--- src/rtl/mash_pkg.sv ---
// Shared types and constants for the MASH PWM chain sequencer.
package mash_pkg;

    typedef enum logic [1:0] {
        ST_IDLE  = 2'd0,
        ST_FLUSH = 2'd1,
        ST_FILL  = 2'd2,
        ST_RUN   = 2'd3
    } mash_state_t;

    localparam int          MASH_FILL_STEPS = 4;
    localparam int          MASH_TGT_W      = 32;
    localparam logic [23:0] MASH_TGT_PREFIX = 24'h4995cd;

    // Full target word built from the default upper bits and a low byte.
    function automatic logic [MASH_TGT_W-1:0] mash_tgt(input logic [7:0] low);
        return {MASH_TGT_PREFIX, low};
    endfunction

endpackage

--- src/rtl/mash_ctrl_if.sv ---
// Target offer channel: requester holds req/data until the one-cycle ack.
interface mash_ctrl_if
    import mash_pkg::*;
#(
    parameter int TGT_W = MASH_TGT_W
);

    logic             req;
    logic [TGT_W-1:0] data;
    logic             ack;

    modport master (output req, output data, input ack);
    modport slave  (input req, input data, output ack);

endinterface

--- src/rtl/mash_ctrl_stepgen.sv ---
// Reloading down-counter producing a registered one-cycle step pulse.
module stepgen #(
    parameter int DIV_W = 16
) (
    input  logic             clk,
    input  logic             rst_n,
    input  logic             load,
    input  logic             run,
    input  logic             step_en,
    input  logic [DIV_W-1:0] div,
    output logic             step
);

    logic [DIV_W-1:0] cnt_r;
    logic [DIV_W-1:0] cnt_nxt_s;
    logic             step_r;

    // Next count: load wins, otherwise count down and reload from div at zero.
    always_comb begin
        cnt_nxt_s = cnt_r;
        if (load) begin
            cnt_nxt_s = div;
        end else if (run) begin
            if (cnt_r == {DIV_W{1'b0}}) begin
                cnt_nxt_s = div;
            end else begin
                cnt_nxt_s = cnt_r - {{(DIV_W-1){1'b0}}, 1'b1};
            end
        end else begin
            cnt_nxt_s = cnt_r;
        end
    end

    // Counter and pulse registers; the pulse marks the cycle the count sits at zero.
    always_ff @(posedge clk or negedge rst_n) begin
        if (!rst_n) begin
            cnt_r  <= {DIV_W{1'b0}};
            step_r <= 1'b0;
        end else begin
            cnt_r  <= cnt_nxt_s;
            step_r <= step_en && (cnt_nxt_s == {DIV_W{1'b0}});
        end
    end

    assign step = step_r;

endmodule

--- src/rtl/mash_ctrl.sv ---
// Sequencer for the four-stage MASH PWM chain: step generation, pipeline
// clear/refill, target handshake and gated duty forwarding.
module mash_ctrl
    import mash_pkg::*;
#(
    parameter int DIV_W      = 16,
    parameter int FILL_STEPS = MASH_FILL_STEPS,
    parameter int TGT_W      = MASH_TGT_W
) (
    input  logic             clk,
    input  logic             rst_n,
    input  logic             en,
    input  logic             hitless,
    input  logic [DIV_W-1:0] div,
    mash_ctrl_if.slave       tgt,
    output logic             step,
    output logic             clr,
    output logic [TGT_W-1:0] tgt_out,
    input  logic [15:0]      duty_in,
    output logic [15:0]      duty_out,
    output logic             duty_load,
    output logic             busy,
    output logic [1:0]       state
);

    localparam int FILL_W = $clog2(FILL_STEPS + 1);

    mash_state_t      state_r;
    mash_state_t      state_nxt_s;
    logic [FILL_W-1:0] fill_r;
    logic [FILL_W-1:0] fill_nxt_s;
    logic             pend_r;
    logic [TGT_W-1:0] pend_data_r;
    logic             ack_r;
    logic             clr_r;
    logic             busy_r;
    logic             duty_load_r;
    logic [15:0]      duty_out_r;
    logic [TGT_W-1:0] tgt_out_r;
    logic             step_s;
    logic             consume_s;
    logic             capture_s;
    logic             accept_s;
    logic             div_load_s;
    logic             div_run_s;
    logic             step_en_s;

    assign div_load_s = (state_r == ST_FLUSH);
    assign div_run_s  = (state_r == ST_FILL) || (state_r == ST_RUN);
    // Step is only issued into a cycle that is itself FILL or RUN, so a falling en suppresses it.
    assign step_en_s  = (state_nxt_s == ST_FILL) || (state_nxt_s == ST_RUN);

    stepgen #(
        .DIV_W (DIV_W)
    ) u_stepgen (
        .clk     (clk),
        .rst_n   (rst_n),
        .load    (div_load_s),
        .run     (div_run_s),
        .step_en (step_en_s),
        .div     (div),
        .step    (step_s)
    );

    // Next-state, fill count and the per-cycle consume/capture decisions.
    always_comb begin
        state_nxt_s = state_r;
        fill_nxt_s  = fill_r;
        consume_s   = 1'b0;
        capture_s   = 1'b0;
        case (state_r)
            ST_IDLE: begin
                if (en) begin
                    state_nxt_s = ST_FLUSH;
                end else begin
                    state_nxt_s = ST_IDLE;
                end
            end
            ST_FLUSH: begin
                if (!en) begin
                    state_nxt_s = ST_IDLE;
                end else begin
                    consume_s   = pend_r;
                    fill_nxt_s  = {FILL_W{1'b0}};
                    state_nxt_s = ST_FILL;
                end
            end
            ST_FILL: begin
                if (!en) begin
                    state_nxt_s = ST_IDLE;
                end else if (step_s) begin
                    fill_nxt_s = fill_r + FILL_W'(1'b1);
                    if (fill_nxt_s == FILL_W'(FILL_STEPS)) begin
                        state_nxt_s = ST_RUN;
                    end else begin
                        state_nxt_s = ST_FILL;
                    end
                end else begin
                    state_nxt_s = ST_FILL;
                end
            end
            ST_RUN: begin
                if (!en) begin
                    state_nxt_s = ST_IDLE;
                end else if (step_s) begin
                    // A pending target without hitless swap forces a refill instead of a capture.
                    if (pend_r && !hitless) begin
                        state_nxt_s = ST_FLUSH;
                    end else begin
                        capture_s   = 1'b1;
                        consume_s   = pend_r;
                        state_nxt_s = ST_RUN;
                    end
                end else begin
                    state_nxt_s = ST_RUN;
                end
            end
            default: begin
                state_nxt_s = ST_IDLE;
            end
        endcase
    end

    // A slot emptying this cycle can take the next offer at the same edge.
    assign accept_s = tgt.req && !ack_r && (!pend_r || consume_s);

    // FSM state and fill counter.
    always_ff @(posedge clk or negedge rst_n) begin
        if (!rst_n) begin
            state_r <= ST_IDLE;
            fill_r  <= {FILL_W{1'b0}};
        end else begin
            state_r <= state_nxt_s;
            fill_r  <= fill_nxt_s;
        end
    end

    // Pending target slot and its acknowledge.
    always_ff @(posedge clk or negedge rst_n) begin
        if (!rst_n) begin
            pend_r      <= 1'b0;
            pend_data_r <= {TGT_W{1'b0}};
            ack_r       <= 1'b0;
        end else begin
            ack_r <= accept_s;
            if (accept_s) begin
                pend_r      <= 1'b1;
                pend_data_r <= tgt.data;
            end else if (consume_s) begin
                pend_r <= 1'b0;
            end else begin
                pend_r <= pend_r;
            end
        end
    end

    // Registered chain-facing outputs.
    always_ff @(posedge clk or negedge rst_n) begin
        if (!rst_n) begin
            clr_r       <= 1'b0;
            busy_r      <= 1'b0;
            duty_load_r <= 1'b0;
            duty_out_r  <= 16'h0000;
            tgt_out_r   <= {TGT_W{1'b0}};
        end else begin
            clr_r       <= (state_nxt_s == ST_FLUSH);
            busy_r      <= (state_nxt_s == ST_FLUSH) || (state_nxt_s == ST_FILL);
            duty_load_r <= capture_s;
            if (capture_s) begin
                duty_out_r <= duty_in;
            end else begin
                duty_out_r <= duty_out_r;
            end
            if (consume_s) begin
                tgt_out_r <= pend_data_r;
            end else begin
                tgt_out_r <= tgt_out_r;
            end
        end
    end

    assign tgt.ack   = ack_r;
    assign step      = step_s;
    assign clr       = clr_r;
    assign busy      = busy_r;
    assign duty_load = duty_load_r;
    assign duty_out  = duty_out_r;
    assign tgt_out   = tgt_out_r;
    assign state     = state_r;

endmodule

--- src/flat_wrapper.sv ---
// flat-port wrapper written by rule: the top's interface ports become plain ports
module mash_ctrl_flat import mash_pkg::*;
#(
    parameter int DIV_W      = 16,
    parameter int FILL_STEPS = MASH_FILL_STEPS,
    parameter int TGT_W      = MASH_TGT_W
)
  (clk, rst_n, en, hitless, div, step, clr, tgt_out, duty_in, duty_out, duty_load, busy, state, tgt_req, tgt_data, tgt_ack);
  mash_ctrl_if #(.TGT_W(TGT_W)) tgt_i ();
  input  logic clk;
  input  logic rst_n;
  input  logic en;
  input  logic hitless;
  input  logic [DIV_W-1:0] div;
  output logic step;
  output logic clr;
  output logic [TGT_W-1:0] tgt_out;
  input  logic [15:0] duty_in;
  output logic [15:0] duty_out;
  output logic duty_load;
  output logic busy;
  output logic [1:0] state;
  input wire logic [$bits(tgt_i.req)-1:0] tgt_req;
  input wire logic [$bits(tgt_i.data)-1:0] tgt_data;
  output wire logic [$bits(tgt_i.ack)-1:0] tgt_ack;
  assign tgt_i.req = tgt_req;
  assign tgt_i.data = tgt_data;
  assign tgt_ack = tgt_i.ack;
  mash_ctrl #(.DIV_W(DIV_W), .FILL_STEPS(FILL_STEPS), .TGT_W(TGT_W)) u_core (.clk(clk), .rst_n(rst_n), .en(en), .hitless(hitless), .div(div), .tgt(tgt_i), .step(step), .clr(clr), .tgt_out(tgt_out), .duty_in(duty_in), .duty_out(duty_out), .duty_load(duty_load), .busy(busy), .state(state));
endmodule
--- config.mk ---
export PLATFORM = sky130hd
export DESIGN_NAME = mash_ctrl_flat
export DESIGN_NICKNAME = d
export VERILOG_FILES = /design/src/rtl/mash_pkg.sv /design/src/rtl/mash_ctrl_if.sv /design/src/rtl/mash_ctrl_stepgen.sv /design/src/rtl/mash_ctrl.sv /design/src/flat_wrapper.sv
export SDC_FILE = /design/constraint.sdc
export NUM_CORES = 1
export LEC_CHECK = 0
export CORE_ASPECT_RATIO = 1.1
export CORE_MARGIN = 3
export CORE_UTILIZATION = 49
export DETAILED_ROUTE_END_ITERATION = 6
export PLACE_DENSITY = 0.82
export SLEW_MARGIN = 5
export SYNTH_ARGS = -nofsm -noshare
export SYNTH_HDL_FRONTEND = slang
export SYNTH_SLANG_ARGS = --single-unit
--- constraint.sdc ---
create_clock -name clk -period 2.8 [get_ports clk]
set_input_delay 0.42 -clock clk [delete_from_list [all_inputs] [get_ports clk]]
set_output_delay 0.42 -clock clk [all_outputs]
set_load 0.1 [all_outputs]
==> run summary, run 1 <==
Outcome: complete, no violations
CTS tree: done
Starting Density: 50.97%
Xor/xnor share of the synthesized area: 1.820%
Synth Area in Simple Gates: 17.99%
First-pass GRT wire length: 18.32 mm
Die height: 110.0 um
Post-synth net total: 511
Post-CTS Resized: 0
Peak supply drop: 1.043 mV
Clk buf depth: 2
P_leak: 3.003 nW
Hold Crit Class: input pin to asynchronous set/reset pin
Max-cap violation count: 0
TNS Setup: 0 ns
Routed WL per cell: 16.50 um
Post-Syn Area: 4813 sq um
Internal power: 0.003352 W
Switching share of total power: 49.57%
Die X: 100.5 um
Switch Pwr: 0.003295 W
Power Density: 1060 nW/um^2
Std-Cell Rows: 37
Final Critical Period: 2.400 ns
DRT iter0 DRCs: 167
Main combinational cell family by area after synthesis: simple AND/OR/NAND/NOR gates
Grt ovf: 0
R2R cell count: 9
Setup bufs post-CTS: 0
TritonCTS Buffers: 9
Root buffer cell: clkbuf_8
Clock Latency Late Sink: 0.36 ns
Worst path required time: 3.10 ns
Layout cells sized above 1: 27.16%
DRC: 0
Sequential area share after synthesis: 55.63%
Critical path type: flop to flop
Max Fanout on Critical Path: 14
Vias per cell: 5.447
Worst Path Arrival: 2.70 ns
Detail Route Antenna Nets: 0
Max Fclk: 416.7 MHz
Final GP Congestion: 0.8819
FFs w/ async S/R, synth: 100.0%
Final net count: 638
Post-synthesis cell count: 435
Final Hold Vio Count: 0
Critical Path End Type: flop
GRT Util Overall: 21.06%
H-tree depth: 3
Post-DP HPWL: 8.180 mm
Largest net degree at the start of global routing: 63
Area Overhead vs Synth: 30.31%
Least-Margin Pin Slew: 0.7727 ns
Post-Synth Adder-Cell Area: 1.820%
Initial DRT Pass Iterations: 5
Clk pwr share: 13.4%
Number of synthesized flops with an enable pin: 0
DIE AREA: 11050 sq um
Total Wirelength: 11.29 mm
Synth Area in Compound Gates: 7.876%
Area post-placement: 6087 sq um
Initial antenna violation count: 0
RSZ-0062 raised after global routing: no
Startpoint types: flop
Rel. slew slack: 48.48%
CTS Hold Bufs: 0
Port bufs: 123
Tcrit/Tclk final: 85.70%
Flops & latches, synth: 107
Clock skew: 0.01161 ns
Comb power frac: 49.3%
Design Area, Final: 6272 sq um
I/O pin count: 124
Mux contribution to synthesized area: 12.06%
Ant. Diodes: 0
Post-Syn Area per Cell: 11.07 sq um
Core Footprint: 9444 sq um
Seq pwr share: 37.3%
Vias in the first global route: 3891
Worst-path clk slew: 0.10 ns
Routed via count: 3726
Slew Viols, Final: 0
Yosys warns: 0
Number of distinct library cells after synthesis: 58
# setup viols final: 0
Most used flip-flop cell after synthesis: dfrtp_1
Clock sink count: 107
==> state kept, by name, summed over array words and instances, names as in the netlist <==
name / count
u_core.tgt_out: 32
u_core.tgt.ack: 1
u_core.duty_out: 16
u_core.state: 2
u_core.pend_r: 1
u_core.u_stepgen.step: 1
u_core.busy: 1
u_core.u_stepgen.cnt_r: 16
u_core.pend_data_r: 32
u_core.duty_load: 1
u_core.clr: 1
u_core.fill_r: 3
==> critical path, stage by stage, from the launching register on <==
cell	delay, ns
dfrtp_1	0.41
inv_1	0.09
ha_1	0.19
nor2b_1	0.14
and3_1	0.24
nand2_2	0.26
o21ai_0	0.14
a31o_2	0.24
nor4_1	0.37
and4b_1	0.25
==> layer usage <==
metal | up-vias | share of wire [%] | GRT usage [%]
li1 | 1750 | - | -
met1 | 1825 | 39 | 25.97
met5 | - | 0 | 0
met4 | 0 | 1.8 | 9.817
met2 | 134 | 51 | 34.71
met3 | 17 | 8.0 | 5.520
==> metrics by stage <==
step / utilization (%) / instances / worst slack [ns] / hold WS (ns) / power (W)
after global placement: 64.45 / 668 / 0.4168 / 0.4524 / 0.005703
after CTS: 66.41 / 684 / 0.4240 / 0.1346 / 0.006694
final: 66.41 / 684 / 0.4003 / 0.1115 / 0.006647
after floorplan: - / 435 / 0.05493 / 0.1244 / 0.004929
after global routing: 66.41 / 684 / 0.1955 / 0.1679 / 0.007006
after detailed placement: 64.45 / 668 / 0.3553 / 0.4583 / 0.005793
==> power by group through the flow <==
| stage | Combinational (W) | Sequential (W) | Clock, W |
|---|---|---|---|
| after floorplan | 0.000892 | 0.00404 | 0 |
| after global placement | 0.00324 | 0.00247 | 0 |
| after detailed placement | 0.00329 | 0.00250 | 0 |
| after CTS | 0.00329 | 0.00248 | 0.000924 |
| after global routing | 0.00347 | 0.00255 | 0.000986 |
| final | 0.00328 | 0.00248 | 0.000894 |
==> Yosys cell counts, drive strengths merged (4+ instances only) <==
library cell | count | area [sq um]
a21oi | 9 | 48.80
a22o | 4 | 35.03
a22oi | 6 | 45.04
buf | 9 | 45.04
clkbuf | 10 | 37.54
dfrtp | 107 | 2678
ha | 7 | 87.58
inv | 14 | 52.55
mux2 | 48 | 540.5
mux2i | 4 | 40.04
nand2 | 115 | 434.2
nand3 | 9 | 55.05
nand4 | 5 | 31.28
nor2 | 9 | 41.29
nor3 | 14 | 102.6
o21ai | 8 | 40.04
o31ai | 4 | 30.03
xnor2 | 7 | 61.31
==> cell type report <==
cell class	count	area, sq um
clock buffers	10	137.6
clock inverters	6	47.55
repair buffers	135	1194
flip-flops and latches	107	2683
multi-input cells	295	2012
inverters	14	52.55
fillers	770	3172
well taps	117	146.4
==> placed cells by master (no fill, tap or decap), drive strengths merged, types with 2 or more instances in the layout <==
cell type      netlist  final
a222oi               2      2
o221ai               2      2
a21oi                9      9
dfrtp              107    107
xnor2                7      7
inv                 14     16
and4b                3      3
nand4                5      5
nand3b               3      3
nor2b                3      3
mux2                48     48
or2                  3      3
a221oi               2      2
nand2b               2      2
nor4                 3      3
clkdlybuf4s50        0     67
xor2                 3      3
nor2                 9      9
a22oi                6      6
clkinv               0      4
clkbuf              10     10
buf                  9     68
mux2i                4      4
nand2              115    115
a22o                 4      4
nor3                14     14
o31a                 2      2
nand3                9      9
a211oi               2      2
o21ai                8      8
o31ai                4      4
ha                   7      7
==> logic make-up (layout without fill, tap and decap cells) <==
kind of cell | Yosys count | in the layout
adders and majority gates | 7 | 7
buffers and inverters | 33 | 165
and+or+nand+nor | 175 | 175
muxes | 52 | 52
DFF | 107 | 107
xor gates and xnor gates | 10 | 10
AOI/OAI and AO/OA | 51 | 51
==> final timing paths <==
check,startpoint,endpoint,slack (ns)
worst min register to register,u_core.pend_data_r[5],u_core.pend_data_r[5],0.48
worst max register to register,u_core.u_stepgen.cnt_r[0],u_core.u_stepgen.step,0.40
worst min-delay path,rst_n,u_core.state[1],0.11
min in group clk,u_core.pend_data_r[5],u_core.pend_data_r[5],0.48
worst max-delay path,u_core.u_stepgen.cnt_r[0],u_core.u_stepgen.step,0.40
max in group asynchronous,rst_n,u_core.pend_data_r[10],1.98
Note: power is estimated with default switching activity, not from simulation.
==> run 2, diff against run 1 <==
--- a/config.mk
+++ b/config.mk
@@ -10,7 +10,7 @@
 export CORE_UTILIZATION = 49
 export DETAILED_ROUTE_END_ITERATION = 6
 export PLACE_DENSITY = 0.82
-export SLEW_MARGIN = 5
+export SLEW_MARGIN = 15
 export SYNTH_ARGS = -nofsm -noshare
 export SYNTH_HDL_FRONTEND = slang
 export SYNTH_SLANG_ARGS = --single-unit
==> results of run 2 <==
No change in the layout: final DEF, timing and power equal those of run 1.
